<file path="src/rtl/muldiv_unit.sv">
// muldiv_unit: iterative radix-2 multiply/divide unit holding the
// architectural HI/LO registers. MULT/MULTU/DIV/DIVU take WIDTH+2 cycles
// from the cycle start is presented to the cycle done is visible.
// MTHI/MTLO write HI/LO directly while the unit is idle. stall holds
// MFHI/MFLO in decode while an operation is in flight.
module muldiv_unit #(
    parameter int WIDTH = 32
) (
    input  logic             clock,
    input  logic             reset,
    input  logic             start,
    input  logic [1:0]       op,
    input  logic [WIDTH-1:0] operand_a,
    input  logic [WIDTH-1:0] operand_b,
    input  logic             hi_write,
    input  logic             lo_write,
    input  logic [WIDTH-1:0] write_value,
    input  logic             read_req,
    output logic             busy,
    output logic             done,
    output logic             stall,
    output logic [WIDTH-1:0] hi,
    output logic [WIDTH-1:0] lo
);

    localparam int CW = $clog2(WIDTH);
    localparam logic [CW-1:0] LAST = CW'(WIDTH - 1);

    localparam logic [1:0] S_IDLE   = 2'd0;
    localparam logic [1:0] S_RUN    = 2'd1;
    localparam logic [1:0] S_FINISH = 2'd2;

    logic [1:0]         state;
    logic [CW-1:0]      count;
    logic [2*WIDTH-1:0] acc;
    logic [WIDTH-1:0]   mag_a;
    logic [WIDTH-1:0]   mag_b;
    logic               neg_a;
    logic               neg_b;
    logic               is_div;
    logic [WIDTH-1:0]   hi_q;
    logic [WIDTH-1:0]   lo_q;
    logic               done_q;

    // Only the signedness of op matters beyond accept, and it is folded
    // into neg_a/neg_b there; is_div is all of op that RUN/FINISH need.
    logic               op_signed;
    logic [WIDTH-1:0]   in_mag_a;
    logic [WIDTH-1:0]   in_mag_b;
    logic               in_neg_a;
    logic               in_neg_b;

    logic [WIDTH:0]     mul_sum;
    logic [WIDTH:0]     div_shift;
    logic               div_ge;
    logic [2*WIDTH-1:0] acc_next;

    logic [2*WIDTH-1:0] product;
    logic [WIDTH-1:0]   quotient;
    logic [WIDTH-1:0]   remainder;
    logic [WIDTH-1:0]   hi_fin;
    logic [WIDTH-1:0]   lo_fin;

    assign busy  = (state != S_IDLE);
    assign stall = read_req && busy;
    assign done  = done_q;
    assign hi    = hi_q;
    assign lo    = lo_q;

    // Operand magnitudes and signs as they will be captured on accept.
    always_comb begin
        op_signed = ~op[0];
        in_neg_a  = op_signed && operand_a[WIDTH-1];
        in_neg_b  = op_signed && operand_b[WIDTH-1];
        in_mag_a  = in_neg_a ? (~operand_a + 1'b1) : operand_a;
        in_mag_b  = in_neg_b ? (~operand_b + 1'b1) : operand_b;
    end

    // One iteration: shift-add for multiply, restoring step for divide.
    // Multiply adds into the upper half and shifts right, so after WIDTH
    // steps acc holds the full product. Divide keeps the partial remainder
    // in the upper half and shifts quotient bits into the lower half,
    // pulling dividend bits MSB-first from the captured magnitude.
    always_comb begin
        mul_sum   = {1'b0, acc[2*WIDTH-1:WIDTH]}
                  + (mag_b[count] ? {1'b0, mag_a} : {(WIDTH+1){1'b0}});
        div_shift = {acc[2*WIDTH-1:WIDTH], mag_a[LAST - count]};
        div_ge    = (div_shift >= {1'b0, mag_b});
        if (is_div) begin
            if (div_ge) begin
                acc_next = {div_shift[WIDTH-1:0] - mag_b, acc[WIDTH-2:0], 1'b1};
            end else begin
                acc_next = {div_shift[WIDTH-1:0], acc[WIDTH-2:0], 1'b0};
            end
        end else begin
            acc_next = {mul_sum, acc[WIDTH-1:1]};
        end
    end

    // Sign correction of the unsigned magnitude result. With a zero
    // divisor the remainder path ends up holding the dividend magnitude,
    // so restoring the dividend sign reproduces the raw dividend for hi;
    // lo is forced to all ones. Most-negative / -1 needs no special case.
    always_comb begin
        product   = (neg_a ^ neg_b) ? (~acc + 1'b1) : acc;
        quotient  = (neg_a ^ neg_b) ? (~acc[WIDTH-1:0] + 1'b1) : acc[WIDTH-1:0];
        remainder = neg_a ? (~acc[2*WIDTH-1:WIDTH] + 1'b1) : acc[2*WIDTH-1:WIDTH];
        if (!is_div) begin
            hi_fin = product[2*WIDTH-1:WIDTH];
            lo_fin = product[WIDTH-1:0];
        end else if (mag_b == '0) begin
            hi_fin = remainder;
            lo_fin = '1;
        end else begin
            hi_fin = remainder;
            lo_fin = quotient;
        end
    end

    // Control FSM, operand capture, iteration and HI/LO update.
    always_ff @(posedge clock) begin
        if (reset) begin
            state  <= S_IDLE;
            count  <= '0;
            acc    <= '0;
            mag_a  <= '0;
            mag_b  <= '0;
            neg_a  <= 1'b0;
            neg_b  <= 1'b0;
            is_div <= 1'b0;
            hi_q   <= '0;
            lo_q   <= '0;
            done_q <= 1'b0;
        end else begin
            done_q <= 1'b0;
            case (state)
                S_IDLE: begin
                    if (start) begin
                        is_div <= op[1];
                        mag_a  <= in_mag_a;
                        mag_b  <= in_mag_b;
                        neg_a  <= in_neg_a;
                        neg_b  <= in_neg_b;
                        count  <= '0;
                        acc    <= '0;
                        state  <= S_RUN;
                    end else begin
                        if (hi_write) begin
                            hi_q <= write_value;
                        end
                        if (lo_write) begin
                            lo_q <= write_value;
                        end
                    end
                end
                S_RUN: begin
                    acc   <= acc_next;
                    count <= count + 1'b1;
                    if (count == LAST) begin
                        state <= S_FINISH;
                    end
                end
                S_FINISH: begin
                    hi_q   <= hi_fin;
                    lo_q   <= lo_fin;
                    done_q <= 1'b1;
                    state  <= S_IDLE;
                end
                default: begin
                    state <= S_IDLE;
                end
            endcase
        end
    end

endmodule

</file>
<file path="config.mk">
export PLATFORM = sky130hd
export DESIGN_NAME = muldiv_unit
export DESIGN_NICKNAME = d
export VERILOG_FILES = /design/src/rtl/muldiv_unit.sv
export SDC_FILE = /design/constraint.sdc
export NUM_CORES = 1
export LEC_CHECK = 0
export CORE_MARGIN = 2
export CORE_UTILIZATION = 36
export DETAILED_ROUTE_END_ITERATION = 10
export HOLD_SLACK_MARGIN = 0.05
export PLACE_DENSITY_LB_ADDON = 0.3
export SLEW_MARGIN = 10
export SYNTH_ARGS = -nofsm -noshare
export SYNTH_HDL_FRONTEND = slang
export SYNTH_SLANG_ARGS = --single-unit
</file>
<file path="constraint.sdc">
create_clock -name clock -period 5.6 [get_ports clock]
set_input_delay 0.56 -clock clock [delete_from_list [all_inputs] [get_ports clock]]
set_output_delay 0.56 -clock clock [all_outputs]
set_load 0.03 [all_outputs]
</file>
[After elaboration in Yosys (flattened, before gate mapping)]
Index checks and enable logic that the tools add are counted.
Word-level totals
  flip-flop bits (word level): 203
  bits of input ports: 104
  logic and storage cells: 80
Operators by class
  add/subtract/negate cells: 9
  $lt $le $gt $ge: 3
  equal/unequal tests: 8
  multiplexer cells: 29
  bitwise logic cells: 7
  reduce and logical (&&, ||, !) cells: 13
Operators with widths (number)
  32-bit 2-to-1 mux: 12
  64-bit 2-to-1 mux: 4
  32-bit by 1-bit adder with 32-bit output (second input constant): 4
  32-bit inverter: 4
  32-bit one-hot mux with 2 select lines: 2
  64-bit one-hot mux with 2 select lines: 1
  64-bit by 1-bit adder with 64-bit output (second input constant): 1
  64-bit inverter: 1
  32-bit by 32-bit adder with 33-bit output: 1
  33-bit by 32-bit greater-or-equal comparator with 1-bit output: 1
  32-bit logical NOT: 1
  32-bit subtractor: 1
  5-bit by 6-bit less-than comparator with 1-bit output (second input constant): 2
  1-bit binary-select mux with 5-bit select: 2
  2-bit != test (second input constant): 5
  5-bit one-hot mux with 2 select lines: 1
  2-bit AND reduction: 3
  3-bit AND reduction: 2
  2-bit nonzero test: 3
  5-bit by 1-bit adder with 5-bit output (second input constant): 1
  5-bit == test (second input constant): 1
  5-bit 2-to-1 mux: 1
  5-bit subtractor (first input constant): 1
  2-bit 2-to-1 mux: 2
  8 further kinds: 12

[Longest topological paths before layout]
Gate-level depths: netlist (run 1).
  word-level depth: 7
  gate-level depth with buffers: 19

[Worst setup path after synthesis (run 1)]
No wires, ideal clock.
  path type: reg-to-reg
  from: register count[0]
  to: register acc[62]
  library setup time: 120 ps
  arrival time: 4833 ps
  path slack: 647 ps
  cell stages (with the launch flop): 17
  path buffers: 2
  clock period less this slack: 4953 ps
  cell sequence: dfxtp_1 -> clkbuf_1 -> mux4_2 -> mux4_2 -> mux2i_1 -> clkbuf_1 -> nor2b_1 -> ha_1 -> a211oi_1 -> o21ai_0 -> a2111oi_0 -> nor3_1 -> o31ai_1 -> a21o_1 -> o311ai_0 -> mux2i_1 -> a211o_1
Between the ends
  word-level cells in the longest chain between the ends: 7
  elaborated cells between the ends (all ways): 12
  classes of those cells: 3 x add/sub; 1 x order compare; 8 x mux
RTL lines
  start: declaration: RTL line 34  | logic [CW-1:0] count;
  start signal: assignment: RTL line 158  | count <= count + 1'b1;
  5-bit subtractor: RTL line 87  | div_shift = {acc[2*WIDTH-1:WIDTH], mag_a[LAST - count]};
  1-bit binary-select mux with 5-bit select: RTL line 87
  1-bit 2-to-1 mux (implied by the code): RTL line 87
  32-bit subtractor / 33-bit by 32-bit greater-or-equal comparator with 1-bit output (equally long branches): RTL line 91, 88
  64-bit 2-to-1 mux: RTL line 90  | if (div_ge) begin
  64-bit 2-to-1 mux (*): RTL line 89  | if (is_div) begin
  64-bit one-hot mux with 2 select lines (*): RTL line 136  | case (state)
  end signal: assignment: RTL line 157  | acc <= acc_next;
  end: declaration: RTL line 35  | logic [2*WIDTH-1:0] acc;
Every way passes the cells marked *; elsewhere a longest branch is shown, timed or not. The select of a mux whose other input is x is not followed.
A chain may end at the register's enable or synchronous reset.

[Final worst setup path (run 1)]
  from: register count[0]
  to: register acc[55]
Same word-level chain as after synthesis.

==> results of run 1 <==
## worst register-to-register path, stage by stage, from the launching register on
cell      delay [ns]
dfxtp_1         0.31
buf_4           0.28
mux4_2          0.55
mux4_2          0.50
mux2i_2         0.21
buf_4           0.33
nor2b_1         0.10
ha_1            0.35
a21oi_1         0.25
nor3b_1         0.31
a211o_1         0.24
o21ai_0         0.11
a311o_1         0.38
a311oi_1        0.48
o21ai_0         0.22
mux2i_1         0.15
a221o_1         0.26
## state kept, by name, indices dropped and copies added (netlist names)
| register | count |
|---|---|
| is_div | 1 |
| count | 5 |
| mag_b | 32 |
| neg_b | 1 |
| acc | 64 |
| lo | 32 |
| neg_a | 1 |
| mag_a | 32 |
| state | 2 |
| hi | 32 |
| done | 1 |
## kinds of logic (layout without fill, tap and decap cells)
logic type | Yosys count | count (layout) | share of synthesized area
XOR/XNOR | 156 | 156 | 0.08709
AO/OA/AOI/OAI | 614 | 614 | 0.2588
AND/OR/NAND/NOR | 722 | 722 | 0.2165
multiplexers | 75 | 75 | 0.06412
adder cells (fa/ha/maj) | 73 | 73 | 0.05918
flip-flops | 203 | 203 | 0.2590
buffers and inverters | 224 | 322 | 0.05527
## layout by cell type (no fill, tap or decap), types with 7 or more instances in the layout
cell | netlist | final
nor2_1 | 327 | 327
dfxtp_1 | 203 | 202
clkdlybuf4s50_1 | 0 | 169
a21oi_1 | 154 | 154
nand2_1 | 130 | 130
a211oi_1 | 100 | 100
o21ai_0 | 99 | 99
xnor2_1 | 89 | 89
ha_1 | 71 | 71
inv_1 | 70 | 70
xor2_1 | 67 | 66
mux2i_1 | 51 | 50
a31oi_1 | 49 | 48
nor2b_1 | 46 | 45
nor3_1 | 43 | 42
buf_4 | 2 | 38
nand3_1 | 33 | 33
or3_1 | 28 | 28
o31ai_1 | 26 | 26
a21o_1 | 26 | 26
clkbuf_16 | 0 | 25
mux4_2 | 20 | 20
nand2b_1 | 21 | 20
nand4_1 | 19 | 19
nor4_1 | 18 | 18
o41ai_1 | 18 | 18
a22oi_1 | 17 | 17
a311oi_1 | 15 | 15
or4_1 | 13 | 13
o21a_1 | 12 | 12
a2111oi_0 | 10 | 9
and3_1 | 8 | 8
a211o_1 | 7 | 7
o21ai_1 | 7 | 7
## final timing paths
kind | endpoint | slack (ns) | cells after the start | from
worst max-delay path | acc[55] | 0.46 | 16 | count[0]
worst min-delay path | acc[8] | 0.25 | 2 | reset
worst max register to register | acc[55] | 0.46 | 16 | count[0]
worst min register to register | hi[15] | 0.46 | 2 | hi[15]
## per-layer routing
layer | up-vias | share of wire | routed length, µm
met5 | - | 0 | 0
met4 | 0 | 0.045 | 2570
met3 | 138 | 0.053 | 2993
met2 | 503 | 0.47 | 26430
met1 | 7530 | 0.44 | 24680
li1 | 7702 | - | -
## metrics by stage
step / power [mW] / utilization
global route: 4.330 / 0.4329
CTS: 4.176 / 0.4329
global placement: 2.612 / 0.4149
finish: 4.164 / 0.4329
detailed placement: 2.620 / 0.4149
floorplan: 2.244 / -
## synthesized netlist by cell type (all sizes together) (20+ instances only)
cell type | number | share of area
nor2 | 327 | 0.078
nand2 | 131 | 0.032
nor2b | 46 | 0.018
nor3 | 48 | 0.017
o41ai | 20 | 0.012
o21ai | 106 | 0.034
a21o | 26 | 0.012
xnor2 | 89 | 0.050
or3 | 28 | 0.011
nand3 | 34 | 0.011
nor4 | 20 | 0.0093
clkbuf | 131 | 0.031
dfxtp | 203 | 0.26
inv | 70 | 0.017
buf | 23 | 0.0072
xor2 | 67 | 0.037
a211oi | 100 | 0.048
mux2i | 51 | 0.033
o31ai | 26 | 0.012
nand2b | 21 | 0.0084
ha | 71 | 0.057
a31oi | 49 | 0.020
mux4 | 20 | 0.029
a21oi | 156 | 0.050
## layout make-up
cell class,count,area [µm²],share of cell area
Clock buffer,32,691.9,0.03710
Clock inverter,12,82.58,0.004428
Inverter,70,262.8,0.01409
Multi-Input combinational cell,1640,10820,0.5801
Sequential cell,203,4065,0.2180
Tap cell,585,732.0,0.03925
Timing Repair Buffer,208,1997,0.1071
## power breakdown
group / internal (mW) / switching [mW]
logic: 0.408 / 0.607
clock network: 0.874 / 0.688
registers: 1.52 / 0.0713
total: 2.80 / 1.37
==> results.cfg, run 1 <==
[synth]
async_reset_ff_frac = 0
ys_seq_area_frac = 0.2590
synth-edff-count = 0
synth_nets = 2244
ys_ff_latch = 203
synth.cell_area_um2 = 15690
ys.flop_type = dfxtp_1
yosysWarnings = 0
syn-mean-instance-area_um2 = 7.590
synthCells = 2067
ys_types = 83

[power]
pwr_density_cell_nw_per_um2 = 223.3
p_leak_nw = 7.021
vdd_drop_max_mv = 0.1918

[worst_setup_path]
path_max_fanout = 31
start_kind = flip-flop
arrival_ns = 5.57
critPathKind = reg2reg
cp_slowest_cell = mux4_2
critical-path-top-delay-family = compound AO/OA/AOI/OAI gates
crit_path_cell_trace = buf_4 > mux4_2 > mux4_2 > mux2i_2 > buf_4 > nor2b_1 > ha_1 > a21oi_1 > nor3b_1 > a211o_1 > o21ai_0 > a311o_1 > a311oi_1 > o21ai_0 > mux2i_1 > a221o_1
slowest_delay_ns = 0.54
crit_buf_inv = 2
worstPathRequired_ns = 6.03
worst_setup_path_end_kind = flip-flop

[cts]
cts_root_buf = clkbuf_16
postCtsResizedCells = 0
htree_levels = 1
clockBufferDepth = 3
cts_made_buffers = 25
clock_latency_ns = 0.56
post_cts_buffers = 0
cts_hold_buffers = 0
clock_sinks = 203
cts_tree = yes
path_clk_slew_ns = 0.06

[global_route]
grt_use_met3 = 0.02809
busiest_layer = met2
grtUsageTotal = 0.2443
use_met2 = 0.4156
grt_use_met1 = 0.3115
grt_max_degree = 109
grt_pass1_wl_um = 86500
grt_overflow_total = 0
grt_pass1_vias = 15350
antenna_found_initial = 1

[final_layout]
post-route-cell-area_um2 = 18650
area_growth_pct = 18.87
final_cells = 2750
nFillCells = 4426
diodes = 0
drive_gt1_frac = 0.06559
fin_nets = 2325

[sta]
max_slew_margin = 0.2437
finalClockSkew_ns = 0.02274
whs_ns = 0.2526
fin_crit_ns = 5.139
rsz0062_at_grt = false
fin_crit_sh = 0.9177
drv_slew = 0
tns_ns = 0
fmax_ghz = 0.1946
fin_ws_ns = 0.4608
final-hold-violation-count = 0
tightest_slew_ns = 1.134
setup_violations = 0

[routing]
wl_per_cell_um = 20.61
drc_errors = 0
route.vias.total = 15870
drt-initial-drc-count = 1353
routed_wl_um = 56670
dr.pass1.iters = 5
vias_per_cell = 5.772
ant_nets = 0

[die]
die_w_um = 212.8
fp.dieH_um = 212.8
num_rows = 76
ios = 171
start_util = 0.3642
die_area_um2 = 45270
core_um2 = 43080

[flow_run]
cap_violations = 0

[hold_path]
min_path_type = in2reg

[placement]
dpl_cell_area_um2 = 17870
dp_hpwl_um = 43180
place.gp.congestion = 0.9553
place_ws_ns = 0.4494
placed_cells = 2706
io_buffers = 170

[outcome]
run_status = complete, no violations
Note: power is estimated with default switching activity, not from simulation.
==> run 2, diff against run 1 <==
==> constraint.sdc (replaced) <==
create_clock -name clock -period 5.4 [get_ports clock]
set_input_delay 0.54 -clock clock [delete_from_list [all_inputs] [get_ports clock]]
set_output_delay 0.54 -clock clock [all_outputs]
set_load 0.03 [all_outputs]
==> run 2 against run 1 <==
Die area is the same. Via count up 1.5%. Register-to-register slack lost 0.15 ns. Critical endpoint is now acc[62]. Largest power group is now clock.
==> results.cfg, run 2 (synthesis results as in run 1) <==
[routing]
dr.pass1.iters = 5
route.vias.total = 16110
routed_wl_um = 56370
drc_errors = 0
vias_per_cell = 5.859
drt-initial-drc-count = 1723
ant_nets = 0
wl_per_cell_um = 20.51

[final_layout]
drive_gt1_frac = 0.06562
final_common_cell = nor2_1
diodes = 0
area_growth_pct = 19.41
largest_reg_flops = 64
fin_nets = 2323
post-route-cell-area_um2 = 18730
final_cell_mix = nor2_1, dfxtp_1, clkdlybuf4s50_1
final_cells = 2749
regMostFlops = acc
fin_util = 0.4349

[worst_setup_path]
reg2reg_from = count[0]
worst_setup_path_end_kind = flip-flop
arrival_ns = 5.53
worstPathRequired_ns = 5.83
path_max_fanout = 31
crit_path_start = count[0]
start_kind = flip-flop
rrSetupSlack_ns = 0.31
critPathKind = reg2reg

[global_route]
antenna_found_initial = 1
grt_pass1_vias = 15320
grt_pass1_wl_um = 87100
grtUsageTotal = 0.2452
grt_overflow_total = 0
grt_use_met3 = 0.02853
grt_use_met1 = 0.3204
grt_max_degree = 91
use_met2 = 0.4144
busiest_layer = met2

[die]
num_rows = 76
start_util = 0.3642
fp.dieH_um = 212.8
ios = 171
die_w_um = 212.8
core_um2 = 43080
die_area_um2 = 45270

[sta]
fin_crit_sh = 0.9433
fin_crit_ns = 5.094
setup_violations = 0
fmax_ghz = 0.1963
max_slew_margin = 0.2652
drv_slew = 0
final-hold-violation-count = 0
rsz0062_at_grt = false
tns_ns = 0
tightest_slew_ns = 1.101
finalClockSkew_ns = 0.02038

[hold_path]
min_from = hi[3]
min_path_type = reg2reg

[cts]
htree_levels = 1
post_cts_buffers = 0
clock_sinks = 203
cts_root_buf = clkbuf_16
clockBufferDepth = 3
path_clk_slew_ns = 0.07
cts_made_buffers = 25
cts_tree = yes
clock_latency_ns = 0.55

[power]
p_leak_nw = 7.063
pwr_density_cell_nw_per_um2 = 238.1
vdd_drop_max_mv = 0.2029

[placement]
place.gp.congestion = 0.9288
dpl_cell_area_um2 = 17870
io_buffers = 170
dp_hpwl_um = 43090
placed_cells = 2704

[outcome]
run_status = complete, no violations

[flow_run]
cap_violations = 0
## run 2: cell types whose count changed in the layout (fill, tap and decap cells not counted)
cell,change
dfxtp_2,+1
nor3_2,+1
buf_4,-3
buf_12,+1
clkinv_2,-1
a311oi_2,+1
a311oi_1,-1
bufinv_16,+3
clkbuf_1,+2
clkinvlp_4,-3
clkbuf_8,+1
inv_6,-1
nor3_1,-1
dfxtp_1,-1
## run 2: cell type report
cell class              count  area (µm²)
flip-flops and latches    203        4066
clock buffers              35       713.2
repair buffers            206        1994
multi-input cells        1640       10830
clock inverters            10       136.4
fillers                  4338       24340
inverters                  70       262.8
well taps                 585       732.0
## run 2: layer usage
layer | share of wire | up-vias
met4 | 0.038 | 0
met2 | 0.47 | 633
met1 | 0.43 | 7675
met5 | 0 | -
met3 | 0.066 | 129
li1 | - | 7669
## run 2: path summary, 6_finish.rpt
check | end | cells after the start
max reg2reg | acc[62] | 16
min | hi[3] | 2
min reg2reg | hi[3] | 2
max | acc[62] | 16
## run 2: what timing repair did
item                       4_1_cts  5_1_grt
gates resized for setup          0        4
hold endpoints to repair         0        0
setup endpoints to repair        0        7
hold buffers                     0        0
## run 2: critical path, cell delays in order, from the launching register on
cell       delay [ns]
dfxtp_1          0.31
buf_4            0.21
mux4_2           0.53
mux4_2           0.50
mux2i_2          0.23
buf_4            0.34
nor2b_1          0.08
ha_1             0.32
o21ai_0          0.24
o21ai_0          0.18
a2111oi_1        0.58
nor3_1           0.18
o31ai_1          0.43
a21o_1           0.23
o311ai_0         0.18
mux2i_1          0.15
a211o_1          0.27
## run 2: stage by stage
| step | hold slack (ns) | total power, mW | setup WS (ns) |
|---|---|---|---|
| after CTS | 0.4563 | 4.468 | 0.1461 |
| after detailed placement | 0.4427 | 2.717 | 0.1950 |
| final | 0.4637 | 4.461 | 0.3060 |
| after floorplan | 0.4371 | 2.327 | 0.4472 |
| after global placement | 0.4360 | 2.708 | 0.2310 |
| after global routing | 0.4919 | 4.650 | 0.007988 |
## run 2: power breakdown
group	switching, mW	internal, mW
logic	0.626	0.424
registers	0.0799	1.57
clock network	0.697	1.06
total	1.40	3.06
==> run 3, diff against run 2 <==
==> constraint.sdc (replaced) <==
create_clock -name clock -period 5.7 [get_ports clock]
set_input_delay 0.57 -clock clock [delete_from_list [all_inputs] [get_ports clock]]
set_output_delay 0.57 -clock clock [all_outputs]
set_load 0.03 [all_outputs]
==> run 3 against run 2 <==
Critical path depth unchanged. Die area stayed put. Critical endpoint is now acc[58]. Hold slack got worse by 0.011 ns.
==> results.cfg, run 3 (synthesis results as in run 1) <==
[cts]
clock_latency_ns = 0.53
cts_root_buf = clkbuf_16
htree_levels = 1
cts_hold_buffers = 0
clock_sinks = 203
path_clk_slew_ns = 0.06
cts_made_buffers = 25
clockBufferDepth = 3
cts_tree = yes

[worst_setup_path]
arrival_ns = 5.65
r2r_cells = 16
reg2reg_from = count[0]
worstReg2RegEnd = acc[58]
cp_slowest_cell = a211oi_1
path_max_fanout = 20
worst_setup_path_end_kind = flip-flop
crit_path_cell_trace = buf_4 > mux4_2 > mux4_2 > mux2i_1 > ha_1 > inv_1 > fa_1 > a211oi_1 > o21ai_0 > a211oi_1 > o311ai_0 > a21oi_1 > xnor2_1 > mux2_2 > a21oi_1 > o31ai_1
start_kind = flip-flop
worstPathRequired_ns = 6.09
rrSetupSlack_ns = 0.44
slowest_delay_ns = 0.56
critPathKind = reg2reg

[die]
die_w_um = 212.8
num_rows = 76
core_um2 = 43080
ios = 171
die_area_um2 = 45270
start_util = 0.3642
fp.dieH_um = 212.8

[sta]
finalClockSkew_ns = 0.01033
final-hold-violation-count = 0
fin_ws_ns = 0.4438
tns_ns = 0
fin_crit_ns = 5.256
rsz0062_at_grt = false
max_slew_margin = 0.2782
tightest_slew_ns = 1.082
drv_slew = 0
fmax_ghz = 0.1903
setup_violations = 0
fin_crit_sh = 0.9221

[routing]
met3_length_um = 3284
vias_per_cell = 5.771
drt-initial-drc-count = 1272
routed_wl_um = 56670
dr_wl_met2_um = 26590
dr.pass1.iters = 6
top_layer = met4
ant_nets = 0
wl_per_cell_um = 20.62
drc_errors = 0
met1_length_um = 24460
route.vias.total = 15860

[final_layout]
final_common_cell = nor2_1
regMostFlops = acc
final_cell_mix = nor2_1, dfxtp_1, clkdlybuf4s50_1
nFillCells = 4369
fin_util = 0.4337
fin_nets = 2322
diodes = 0
drive_gt1_frac = 0.06288
largest_reg_flops = 64
area_growth_pct = 19.07

[power]
power_frac_clock = 0.386
internal_power_mw = 2.871
pwr-share-seq = 0.373
vdd_drop_max_mv = 0.1885
p_leak_nw = 7.036
p_sw_frac = 0.3116
combPwrFrac = 0.241
pwr_density_cell_nw_per_um2 = 223.3
switchingPower_mw = 1.300

[global_route]
grt_overflow_total = 0
grt_pass1_wl_um = 86940
grt_pass1_vias = 15260
grtUsageTotal = 0.2454
antenna_found_initial = 0
grt_max_degree = 86

[hold_path]
min_from = reset
hold-path-cell-count = 2
worstHoldEndpoint = lo[6]
min_path_type = in2reg

[placement]
dp_hpwl_um = 43230
place_ws_ns = 0.2599
io_buffers = 170
place.gp.congestion = 0.9282

[flow_run]
cap_violations = 0

[outcome]
run_status = complete, no violations
-- run 3: worst max-delay path by stage --
| stage | startpoint | to |
|---|---|---|
| floorplan | count[0] | acc[62] |
| global placement | count[0] | acc[62] |
| detailed placement | count[0] | acc[62] |
| CTS | count[0] | acc[62] |
| global route | count[0] | acc[62] |
| finish | count[0] | acc[58] |
-- run 3: final cells by class --
cell class                      instances  area (µm²)  area share
Multi-Input combinational cell       1640       10820      0.5794
Sequential cell                       203        4065      0.2176
Timing Repair Buffer                  205        1974      0.1057
Tap cell                              585       732.0     0.03918
Clock buffer                           36       696.9     0.03731
Inverter                               70       262.8     0.01407
Clock inverter                          9       126.4    0.006765
-- run 3: through the flow --
step	hold slack (ns)	instances	instance area, µm²	power, mW
floorplan	0.4371	2067	15690	2.204
global placement	0.4345	2703	17850	2.572
detailed placement	0.4493	2703	17850	2.578
CTS	0.4355	2748	18670	4.188
global route	0.4672	2748	18680	4.341
finish	0.4529	2748	18680	4.171
-- run 3: critical path: cells and delay by family (launching register included) --
family	cells	cell delay, ns
xor+xnor	1	0.11
compound gates	7	1.98
mux	4	1.69
fa+ha+maj	2	0.66
buf+inv	2	0.38
flops	1	0.30
-- run 3: power groups by stage --
stage          sequential, mW  combinational [mW]  clock, mW
6_report                 1.56                1.00       1.61
5_1_grt                  1.56                1.09       1.69
4_1_cts                  1.55               0.996       1.64
3_5_place_dp             1.59               0.992          0
3_3_place_gp             1.58               0.990          0
2_1_floorplan            1.60               0.601          0
-- run 3: metal layers --
metal | track usage | vias to the layer above
li1 | - | 7698
met1 | 0.3161 | 7479
met2 | 0.4180 | 557
met3 | 0.02853 | 126
met4 | 0.09790 | 0
met5 | 0 | -
-- run 3: timing repair --
action,4_1_cts,5_1_grt
endpoints found under the setup margin,0,1
resized for setup,0,2
buffers inserted,0,0
